===== src/rtl/mem_initiator_if.sv =====
`default_nettype none
// ============================================================================
// Module      : mem_initiator_if
// Description : Bundles the command, write-stream, read-stream, status and
//               scratchpad request/response signals of the memory initiator.
//               The master modport is the initiator's view. The slave modport
//               is the view of the host logic and memory around it.
// Revision    : 1.0 - initial release
// ============================================================================
interface mem_initiator_if #(
  parameter int AW = 32,
  parameter int DW = 32,
  parameter int LW = 16
);
  // Command channel
  logic          cmd_valid;
  logic          cmd_ready;
  logic          cmd_wr;
  logic [AW-1:0] cmd_addr;
  logic [LW-1:0] cmd_len;

  // Write data stream (host -> engine)
  logic          wdata_valid;
  logic          wdata_ready;
  logic [DW-1:0] wdata;

  // Read data stream (engine -> host)
  logic          rdata_valid;
  logic          rdata_ready;
  logic [DW-1:0] rdata;

  // Status
  logic          busy;
  logic          done;

  // Scratchpad request/response port
  logic          mem_req_valid;
  logic          mem_req_ready;
  logic [AW-1:0] mem_req_addr;
  logic [DW-1:0] mem_req_data;
  logic          mem_req_fcn;
  logic [2:0]    mem_req_typ;
  logic [DW-1:0] mem_resp_data;

  modport master (
    input  cmd_valid, cmd_wr, cmd_addr, cmd_len,
    input  wdata_valid, wdata,
    input  rdata_ready,
    input  mem_req_ready, mem_resp_data,
    output cmd_ready,
    output wdata_ready,
    output rdata_valid, rdata,
    output busy, done,
    output mem_req_valid, mem_req_addr, mem_req_data, mem_req_fcn, mem_req_typ
  );

  modport slave (
    output cmd_valid, cmd_wr, cmd_addr, cmd_len,
    output wdata_valid, wdata,
    output rdata_ready,
    output mem_req_ready, mem_resp_data,
    input  cmd_ready,
    input  wdata_ready,
    input  rdata_valid, rdata,
    input  busy, done,
    input  mem_req_valid, mem_req_addr, mem_req_data, mem_req_fcn, mem_req_typ
  );
endinterface
`default_nettype wire


===== src/rtl/mem_initiator.sv =====
`default_nettype none
// ============================================================================
// Module      : mem_initiator
// Description : Block read/write engine for a scratchpad memory port.
//               It accepts a command (start address, word count) and issues
//               one word request per cycle. Write data streams straight
//               through to the memory. Read data is captured into a single
//               output register and handed to the host over valid/ready.
// Options     : MEM_INITIATOR_ABORT_EN - adds an 'abort' input. It ends a
//               running block early, after the last completed word.
// Revision    : 1.0 - initial release
// ============================================================================
module mem_initiator #(
  parameter int AW = 32,
  parameter int DW = 32,
  parameter int SW = DW / 8,
  parameter int LW = 16
) (
  input wire             clk,
  input wire             rst_n,
`ifdef MEM_INITIATOR_ABORT_EN
  input wire             abort,
`endif
  mem_initiator_if.master bus
);

  localparam logic [1:0]    S_IDLE    = 2'd0;
  localparam logic [1:0]    S_RUN     = 2'd1;
  localparam logic [1:0]    S_DONE    = 2'd2;

  // Word alignment mask and per-word address increment
  localparam logic [AW-1:0] ADDR_MASK = ~(AW'(SW - 1));
  localparam logic [AW-1:0] ADDR_STEP = AW'(SW);
  // Full-word access size code
  localparam logic [2:0]    REQ_TYP   = 3'(SW - 1);

  logic [1:0]    state_q, state_d;
  logic          wr_q, wr_d;
  logic [AW-1:0] addr_q, addr_d;
  logic [LW-1:0] cnt_q, cnt_d;
  logic [DW-1:0] rdata_q, rdata_d;
  logic          rvalid_q, rvalid_d;

  logic          abort_req;
  logic          cmd_accept;
  logic          in_run;
  logic          req_valid;
  logic          mem_hs;
  logic          last_word;

`ifdef MEM_INITIATOR_ABORT_EN
  assign abort_req = abort;
`else
  assign abort_req = 1'b0;
`endif

  assign cmd_accept = (state_q == S_IDLE) && bus.cmd_valid;
  assign in_run     = (state_q == S_RUN);
  assign mem_hs     = req_valid && bus.mem_req_ready;
  assign last_word  = (cnt_q == LW'(1));

  // State register
  always_ff @(posedge clk or negedge rst_n) begin
    if (!rst_n) begin
      state_q <= S_IDLE;
    end else begin
      state_q <= state_d;
    end
  end

  // Next-state logic
  always_comb begin
    state_d = state_q;
    case (state_q)
      S_IDLE: begin
        if (bus.cmd_valid) begin
          state_d = (bus.cmd_len == '0) ? S_DONE : S_RUN;
        end
      end
      S_RUN: begin
        // An abort ends the block immediately. Otherwise the block ends on
        // the final word's handshake.
        if (abort_req || (mem_hs && last_word)) begin
          state_d = S_DONE;
        end
      end
      S_DONE: begin
        // Completion waits until the host has taken the last read word
        if (!rvalid_q) begin
          state_d = S_IDLE;
        end
      end
      default: state_d = S_IDLE;
    endcase
  end

  // Output decode: the request port is driven only while a block is running
  always_comb begin
    req_valid         = 1'b0;
    bus.wdata_ready   = 1'b0;
    bus.mem_req_addr  = '0;
    bus.mem_req_data  = '0;
    bus.mem_req_fcn   = 1'b0;
    bus.mem_req_typ   = 3'd0;
    if (in_run) begin
      bus.mem_req_addr = addr_q;
      bus.mem_req_typ  = REQ_TYP;
      if (wr_q) begin
        // Write: pure pass-through of the host stream into the memory port
        bus.mem_req_fcn  = 1'b1;
        bus.mem_req_data = bus.wdata;
        req_valid        = bus.wdata_valid && !abort_req;
        bus.wdata_ready  = bus.mem_req_ready && !abort_req;
      end else begin
        // Read: request only if the output register is free or being drained
        req_valid = (!rvalid_q || bus.rdata_ready) && !abort_req;
      end
    end
  end

  assign bus.mem_req_valid = req_valid;
  assign bus.cmd_ready     = (state_q == S_IDLE);
  assign bus.busy          = (state_q != S_IDLE);
  assign bus.done          = (state_q == S_DONE) && !rvalid_q;
  assign bus.rdata_valid   = rvalid_q;
  assign bus.rdata         = rdata_q;

  // Datapath next values: command capture, address/count stepping, read buffer
  always_comb begin
    wr_d     = wr_q;
    addr_d   = addr_q;
    cnt_d    = cnt_q;
    rdata_d  = rdata_q;
    rvalid_d = rvalid_q;

    if (cmd_accept) begin
      wr_d   = bus.cmd_wr;
      addr_d = bus.cmd_addr & ADDR_MASK;
      cnt_d  = bus.cmd_len;
    end

    if (mem_hs) begin
      // Address wraps silently at the top of the address space
      addr_d = addr_q + ADDR_STEP;
      cnt_d  = cnt_q - LW'(1);
    end

    if (in_run && abort_req) begin
      cnt_d = '0;
    end

    if (rvalid_q && bus.rdata_ready) begin
      rvalid_d = 1'b0;
    end

    // A refill in the same cycle as a drain keeps the buffer valid
    if (mem_hs && !wr_q) begin
      rdata_d  = bus.mem_resp_data;
      rvalid_d = 1'b1;
    end
  end

  // Datapath registers
  always_ff @(posedge clk or negedge rst_n) begin
    if (!rst_n) begin
      wr_q     <= 1'b0;
      addr_q   <= '0;
      cnt_q    <= '0;
      rdata_q  <= '0;
      rvalid_q <= 1'b0;
    end else begin
      wr_q     <= wr_d;
      addr_q   <= addr_d;
      cnt_q    <= cnt_d;
      rdata_q  <= rdata_d;
      rvalid_q <= rvalid_d;
    end
  end

endmodule
`default_nettype wire


===== src/flat_wrapper.sv =====
// flat-port wrapper written by rule: the top's interface ports become plain ports
module mem_initiator_flat 
#(
  parameter int AW = 32,
  parameter int DW = 32,
  parameter int SW = DW / 8,
  parameter int LW = 16
)
  (clk, rst_n, bus_cmd_valid, bus_cmd_wr, bus_cmd_addr, bus_cmd_len, bus_wdata_valid, bus_wdata, bus_rdata_ready, bus_mem_req_ready, bus_mem_resp_data, bus_cmd_ready, bus_wdata_ready, bus_rdata_valid, bus_rdata, bus_busy, bus_done, bus_mem_req_valid, bus_mem_req_addr, bus_mem_req_data, bus_mem_req_fcn, bus_mem_req_typ);
  mem_initiator_if #(.AW(AW), .DW(DW), .LW(LW)) bus_i ();
  input wire clk;
  input wire rst_n;
  input wire logic [$bits(bus_i.cmd_valid)-1:0] bus_cmd_valid;
  input wire logic [$bits(bus_i.cmd_wr)-1:0] bus_cmd_wr;
  input wire logic [$bits(bus_i.cmd_addr)-1:0] bus_cmd_addr;
  input wire logic [$bits(bus_i.cmd_len)-1:0] bus_cmd_len;
  input wire logic [$bits(bus_i.wdata_valid)-1:0] bus_wdata_valid;
  input wire logic [$bits(bus_i.wdata)-1:0] bus_wdata;
  input wire logic [$bits(bus_i.rdata_ready)-1:0] bus_rdata_ready;
  input wire logic [$bits(bus_i.mem_req_ready)-1:0] bus_mem_req_ready;
  input wire logic [$bits(bus_i.mem_resp_data)-1:0] bus_mem_resp_data;
  output wire logic [$bits(bus_i.cmd_ready)-1:0] bus_cmd_ready;
  output wire logic [$bits(bus_i.wdata_ready)-1:0] bus_wdata_ready;
  output wire logic [$bits(bus_i.rdata_valid)-1:0] bus_rdata_valid;
  output wire logic [$bits(bus_i.rdata)-1:0] bus_rdata;
  output wire logic [$bits(bus_i.busy)-1:0] bus_busy;
  output wire logic [$bits(bus_i.done)-1:0] bus_done;
  output wire logic [$bits(bus_i.mem_req_valid)-1:0] bus_mem_req_valid;
  output wire logic [$bits(bus_i.mem_req_addr)-1:0] bus_mem_req_addr;
  output wire logic [$bits(bus_i.mem_req_data)-1:0] bus_mem_req_data;
  output wire logic [$bits(bus_i.mem_req_fcn)-1:0] bus_mem_req_fcn;
  output wire logic [$bits(bus_i.mem_req_typ)-1:0] bus_mem_req_typ;
  assign bus_i.cmd_valid = bus_cmd_valid;
  assign bus_i.cmd_wr = bus_cmd_wr;
  assign bus_i.cmd_addr = bus_cmd_addr;
  assign bus_i.cmd_len = bus_cmd_len;
  assign bus_i.wdata_valid = bus_wdata_valid;
  assign bus_i.wdata = bus_wdata;
  assign bus_i.rdata_ready = bus_rdata_ready;
  assign bus_i.mem_req_ready = bus_mem_req_ready;
  assign bus_i.mem_resp_data = bus_mem_resp_data;
  assign bus_cmd_ready = bus_i.cmd_ready;
  assign bus_wdata_ready = bus_i.wdata_ready;
  assign bus_rdata_valid = bus_i.rdata_valid;
  assign bus_rdata = bus_i.rdata;
  assign bus_busy = bus_i.busy;
  assign bus_done = bus_i.done;
  assign bus_mem_req_valid = bus_i.mem_req_valid;
  assign bus_mem_req_addr = bus_i.mem_req_addr;
  assign bus_mem_req_data = bus_i.mem_req_data;
  assign bus_mem_req_fcn = bus_i.mem_req_fcn;
  assign bus_mem_req_typ = bus_i.mem_req_typ;
  mem_initiator #(.AW(AW), .DW(DW), .SW(SW), .LW(LW)) u_core (.clk(clk), .rst_n(rst_n), .bus(bus_i));
endmodule

===== config.mk =====
export PLATFORM = sky130hd
export DESIGN_NAME = mem_initiator_flat
export DESIGN_NICKNAME = d
export VERILOG_FILES = /design/src/rtl/mem_initiator_if.sv /design/src/rtl/mem_initiator.sv /design/src/flat_wrapper.sv
export SDC_FILE = /design/constraint.sdc
export NUM_CORES = 1
export LEC_CHECK = 0
export ABC_AREA = 1
export BUFFER_PORTS_ARGS = -buffer_cell sky130_fd_sc_hd__buf_2
export CAP_MARGIN = 5
export CORE_MARGIN = 2
export CORE_UTILIZATION = 35
export DETAILED_ROUTE_END_ITERATION = 10
export GPL_TIMING_DRIVEN = 0
export PLACE_DENSITY = 0.63
export SYNTH_ARGS = -nofsm -noshare
export SYNTH_HDL_FRONTEND = slang
export SYNTH_SLANG_ARGS = --single-unit

===== constraint.sdc =====
create_clock -name clk -period 5.05 [get_ports clk]
set_clock_uncertainty 0.2 [all_clocks]
set_input_delay 0 -clock clk [delete_from_list [all_inputs] [get_ports clk]]
set_output_delay 0 -clock clk [all_outputs]
set_load 0.005 [all_outputs]

* Yosys cells after proc, flatten, opt, wreduce, memory -nomap -nowiden *
Cells that the tools add are included.

word-level totals
  input port bits = 119
  word-level logic and storage cells = 50
  bits in registers = 84
  output and inout port bits = 106

cells by class
  $add $sub $neg = 2
  reduce and logical (&&, ||, !) cells = 15
  equal/unequal tests = 6
  mux-type cells = 21

operator list
  operator                 number
  $mux W32                 5
  $add A32 B3 Y32 const B  1
  $mux W16                 2
  $eq A16 B1 Y1 const B    1
  $logic_not A16 Y1        1
  $sub A16 B1 Y16 const B  1
  $mux W2                  5
  $mux W1                  8
  $logic_and A1 B1 Y1      6
  $ne A2 B2 Y1 const B     3
  $pmux W2 S3              1
  $reduce_bool A2 Y1       3
  $reduce_and A3 Y1        1
  $eq A2 B1 Y1 const B     1
  $eq A2 B2 Y1 const B     1
  $logic_not A1 Y1         2
  $logic_not A2 Y1         1
  $logic_or A1 B1 Y1       1

* Logic depth before layout (Yosys ltp) *
  depth in word-level cells = 8
  gate-level depth with buffers = 10
  gate-level depth less buffers = 10

* Least setup slack after synthesis *
OpenSTA, ideal clock, no wires.

  path type = reg2reg
  start point = register u_core.addr_q[2]
  end point = register u_core.addr_q[30]
  stages on the path, launching flop included = 11
  data required time = 4.734 ns
  slack = 3.411 ns
  clock period less this slack = 1.639 ns
  buffers on the path = 0
  arrival = 1.323 ns
  library setup time = 0.116 ns
  cell sequence = dfrtp_1 > ha_1 > nand2_1 > nor2_1 > nand2_1 > nor2_1 > nand2_1 > nand2_1 > nand3_1 > nand2_1 > nand2_1

between the ends
  longest elaborated chain between the ends = 2

ends and longest elaborated chain
  item                      line                  RTL
  start: declaration        mem_initiator.sv:39   logic [AW-1:0] addr_q, addr_d;
  start signal: assignment  mem_initiator.sv:173  addr_q <= addr_d;
  $add A32 B3 Y32           mem_initiator.sv:144  addr_d = addr_q + ADDR_STEP;
  $mux W32                  mem_initiator.sv:142  if (mem_hs) begin

No other way between the ends.
A chain may end at the register's enable or synchronous reset.

* Worst setup path after layout *
  start point = register u_core.state_q[0]
  end point = output port bus_mem_req_addr[22]

between the ends
  longest elaborated chain between the ends = 2

ends and longest elaborated chain
  item                      line                  RTL
  start: declaration        mem_initiator.sv:37   logic [1:0] state_q, state_d;
  start signal: assignment  mem_initiator.sv:67   state_q <= state_d;
  $eq A2 B1 Y1              mem_initiator.sv:58   assign in_run = (state_q == S_RUN);
  $mux W32                  mem_initiator.sv:105  if (in_run) begin
  end: declaration          flat_wrapper.sv:29    output wire logic [$bits(bus_i.mem_req_addr)-1:0] bus_mem_req_addr;

No other way between the ends.

==> impl_metrics.sql <==
INSERT INTO impl_metrics (metric_group, metric, value, unit) VALUES
('critical_path', 'cp_max_stage_cell', 'sky130_fd_sc_hd__clkbuf_1', ''),
('timing', 'finalCriticalPeriod', '2510', 'ps'),
('final_layout', 'mostFrequentLayoutCell', 'sky130_fd_sc_hd__nand2_1', ''),
('timing', 'relSlewSlack', '0.3461', ''),
('detailed_routing', 'drt_wl_total', '19.47', 'mm'),
('clock_tree', 'number_of_clock_sinks', '82', ''),
('placed_design', 'postPlaceCellArea', '0.006719', 'mm^2'),
('critical_path', 'worst_path_largest_cell_delay', '550', 'ps'),
('synth', 'ys_warn_count', '0', ''),
('timing', 'setup_violations', '0', ''),
('floorplan', 'floorplan.initialDensity', '0.3546', ''),
('clock_tree', 'tritoncts', 'built', ''),
('critical_path', 'criticalPathCategory', 'reg -> out', ''),
('placed_design', 'globalplace.congestion', '0.9232', ''),
('run', 'max_cap_viol_count', '0', ''),
('power_and_ir_drop', 'ir_worst_vdd', '0.2397', 'mV'),
('detailed_routing', 'route.detailed.vias_per_inst', '4.783', ''),
('hold_path', 'hold_path_class', 'in -> async', ''),
('critical_path', 'worst_ep_required_time', '4850', 'ps'),
('detailed_routing', 'postRouteAntennaNets', '0', ''),
('placed_design', 'hpwl', '14.10', 'mm'),
('floorplan', 'dieArea', '0.01629', 'mm^2'),
('final_layout', 'layout-area-overhead-vs-synth', '46.80', '%'),
('final_layout', 'design.final.nets', '1275', ''),
('detailed_routing', 'remaining_drc_errors', '0', ''),
('timing', 'grt_setup_unrepaired', 'false', ''),
('critical_path', 'setup.worst_path.start_class', 'register', ''),
('floorplan', 'core_region_area', '0.01509', 'mm^2'),
('timing', 'max_freq', '398.4', 'MHz'),
('clock_tree', 'clk_pin_slew', '70', 'ps'),
('timing', 'worst_pin_slew', '977.6', 'ps'),
('detailed_routing', 'detailed_routing_iterations_pass_1', '5', ''),
('floorplan', 'die_w', '127.6', 'um'),
('synth', 'synthesis_stage_register_bit_count', '82', ''),
('timing', 'report.final.slew_viol_count', '0', ''),
('critical_path', 'cp_dominant_cell_by_count', 'sky130_fd_sc_hd__clkbuf_1', ''),
('status', 'run_status', 'completed', ''),
('global_routing', 'grt_use_met2', '0.3957', ''),
('synth', 'synth_area', '0.005350', 'mm^2'),
('clock_tree', 'cts.repair.resized', '0', ''),
('synth', 'synth.distinct_cells', '31', ''),
('synth', 'postSynthAreaPerCell', '6.392', 'um^2'),
('floorplan', 'io_pins', '225', ''),
('timing', 'final.hold.worst_slack', '1.031', 'ps'),
('critical_path', 'critical_path.cell_chain', 'nand2_1 > clkbuf_1 > clkbuf_1 > nor2_1 > buf_2', ''),
('clock_tree', 'clk_path_buf_depth', '2', ''),
('detailed_routing', 'post_drt_wl_per_cell', '14.47', 'um'),
('timing', 'finalHoldViolations', '0', ''),
('global_routing', 'globalRouteTotalUtil', '0.2349', ''),
('critical_path', 'cp_max_fo', '10', ''),
('global_routing', 'grt-busiest-layer', 'met2', ''),
('final_layout', 'final_area', '0.007854', 'mm^2'),
('global_routing', 'globalRouteMet1Util', '0.3007', ''),
('global_routing', 'vias_in_the_first_global_route', '6107', ''),
('clock_tree', 'clock-root-buffer', 'sky130_fd_sc_hd__clkbuf_16', ''),
('global_routing', 'grt_pass1_wl', '30.17', 'mm'),
('power_and_ir_drop', 'leakage', '4.177', 'nW'),
('clock_tree', 'cts_inserted_buffers', '9', ''),
('floorplan', 'die_height', '127.6', 'um'),
('final_layout', 'post_route_cells_drive_above_1_share', '0.2383', ''),
('clock_tree', 'clk_latency', '350', 'ps'),
('global_routing', 'grt_util_met3', '0.04481', ''),
('synth', 'synth_seq_area_share', '0.3835', ''),
('final_layout', 'final_cell_mix', 'sky130_fd_sc_hd__nand2_1, sky130_fd_sc_hd__buf_2, sky130_fd_sc_hd__nor2_1, sky130_fd_sc_hd__nand3_1, sky130_fd_sc_hd__dlygate4sd3_1', ''),
('floorplan', 'core.rowCount', '45', ''),
('final_layout', 'antenna-diode-count', '0', ''),
('clock_tree', 'cts.htree.levels', '3', ''),
('final_layout', 'fin_util', '0.5205', ''),
('timing', 'finalSetupTns', '0', 'ps'),
('global_routing', 'grt-ovfl-total', '0', ''),
('critical_path', 'timing.critical_path.to_type', 'output port', ''),
('synth', 'synthesized_instance_count', '837', ''),
('detailed_routing', 'dr.first_iter.drc_count', '369', ''),
('power_and_ir_drop', 'power', '4.140', 'mW'),
('timing', 'final.period_utilization', '0.4971', ''),
('global_routing', 'antenna_found_initial', '0', ''),
('global_routing', 'grt_max_degree', '64', ''),
('critical_path', 'worstPathArrival', '2310', 'ps'),
('power_and_ir_drop', 'power.density_cell_area', '527.1', 'mW/mm^2'),
('placed_design', 'port-buffer-count', '219', ''),
('detailed_routing', 'dr_total_vias', '6438', '');
==> cell families after synthesis <==
logic type,count (synthesis),share of synthesized area
other,1,0.0007009
and+or+nand+nor,570,0.4345
buffers and inverters,113,0.09284
adders and majority gates,3,0.007017
DFF,82,0.3835
AOI/OAI and AO/OA,58,0.06502
xor gates and xnor gates,10,0.01637
==> layout make-up <==
| cell class | instances | area, um^2 |
|---|---|---|
| buffer | 42 | 230.2 |
| clock buffer | 9 | 225.2 |
| clock inverter | 7 | 78.83 |
| fill | 1532 | 7236 |
| inverter | 71 | 266.5 |
| multi-input combinational | 644 | 2809 |
| sequential | 82 | 2052 |
| tap | 188 | 235.2 |
| timing repair buffer | 303 | 1957 |
==> worst paths after layout <==
check	slack, ps	endpoint	start	depth (start not counted)
max	2540	bus_mem_req_addr[22]	u_core.state_q[0]	5
min	1	u_core.addr_q[25]	rst_n	3
max reg2reg	2910	u_core.cnt_q[0]	u_core.state_q[0]	7
min reg2reg	270	u_core.bus.rdata[25]	u_core.bus.rdata[25]	2
max in group asynchronous	3300	u_core.cnt_q[3]	rst_n	3
min in group clk	50	u_core.bus.rdata[31]	bus_mem_req_ready	6
==> routing by layer <==
layer	vias up	wire length (um)
met5	-	0
met4	0	523
met3	32	1250
met2	257	9352
met1	2902	8343
li1	3247	-
==> registers in the layout, summed over array words and instances (netlist names) <==
signal	flops
u_core.addr_q	30
u_core.bus.rdata	32
u_core.cnt_q	16
u_core.bus.rdata_valid	1
u_core.state_q	2
u_core.wr_q	1
==> through the flow <==
step | std cells | setup slack, ps
after CTS | 1346 | 2453
final | 1346 | 2540
after global routing | 1346 | 2389
after global placement | 1246 | 2849
after detailed placement | 1247 | 2836
after floorplan | 839 | 3411
==> cells in the mapped netlist <==
cell type,n,area share
sky130_fd_sc_hd__nand2_1,317,0.22
sky130_fd_sc_hd__nor2_1,139,0.098
sky130_fd_sc_hd__nand3_1,95,0.089
sky130_fd_sc_hd__dfrtp_1,82,0.38
sky130_fd_sc_hd__inv_1,67,0.047
sky130_fd_sc_hd__o21ai_0,18,0.017
sky130_fd_sc_hd__buf_2,16,0.015
sky130_fd_sc_hd__o21ai_1,14,0.013
sky130_fd_sc_hd__clkbuf_1,13,0.0091
sky130_fd_sc_hd__o211ai_1,10,0.014
sky130_fd_sc_hd__o21a_1,10,0.014
sky130_fd_sc_hd__buf_4,8,0.011
sky130_fd_sc_hd__xor2_1,8,0.013
sky130_fd_sc_hd__a21oi_1,4,0.0037
sky130_fd_sc_hd__inv_2,4,0.0028
sky130_fd_sc_hd__nor3_1,4,0.0037
sky130_fd_sc_hd__buf_6,3,0.0063
sky130_fd_sc_hd__ha_1,3,0.0070
sky130_fd_sc_hd__nand4_1,3,0.0035
sky130_fd_sc_hd__nor2_2,3,0.0035
sky130_fd_sc_hd__buf_1,2,0.0014
sky130_fd_sc_hd__nand2_2,2,0.0023
sky130_fd_sc_hd__nand3b_1,2,0.0028
sky130_fd_sc_hd__o221ai_1,2,0.0033
sky130_fd_sc_hd__xnor2_1,2,0.0033
sky130_fd_sc_hd__conb_1,1,0.00070
sky130_fd_sc_hd__nand3_2,1,0.0019
sky130_fd_sc_hd__nand3_4,1,0.0033
sky130_fd_sc_hd__nor2_4,1,0.0021
sky130_fd_sc_hd__nor3b_1,1,0.0014
sky130_fd_sc_hd__or2_2,1,0.0012
==> power by group <==
| part | switching, mW | internal, mW | leakage (nW) |
|---|---|---|---|
| clock network | 0.306 | 0.392 | 0.152 |
| registers | 0.281 | 0.980 | 1.00 |
| logic | 1.35 | 0.831 | 3.02 |
| total | 1.94 | 2.20 | 4.18 |
==> worst max-delay path, delay by kind of cell, from the launching register on <==
family        cells  cell delay, ps
flops             1             420
simple gates      2             270
buf+inv           3            1260
==> timing repair <==
action	4_1_cts	5_1_grt
setup buffers	0	0
endpoints found under the hold margin	164	0
hold buffers	83	0
No activity file was read; power rests on OpenSTA's default activity.
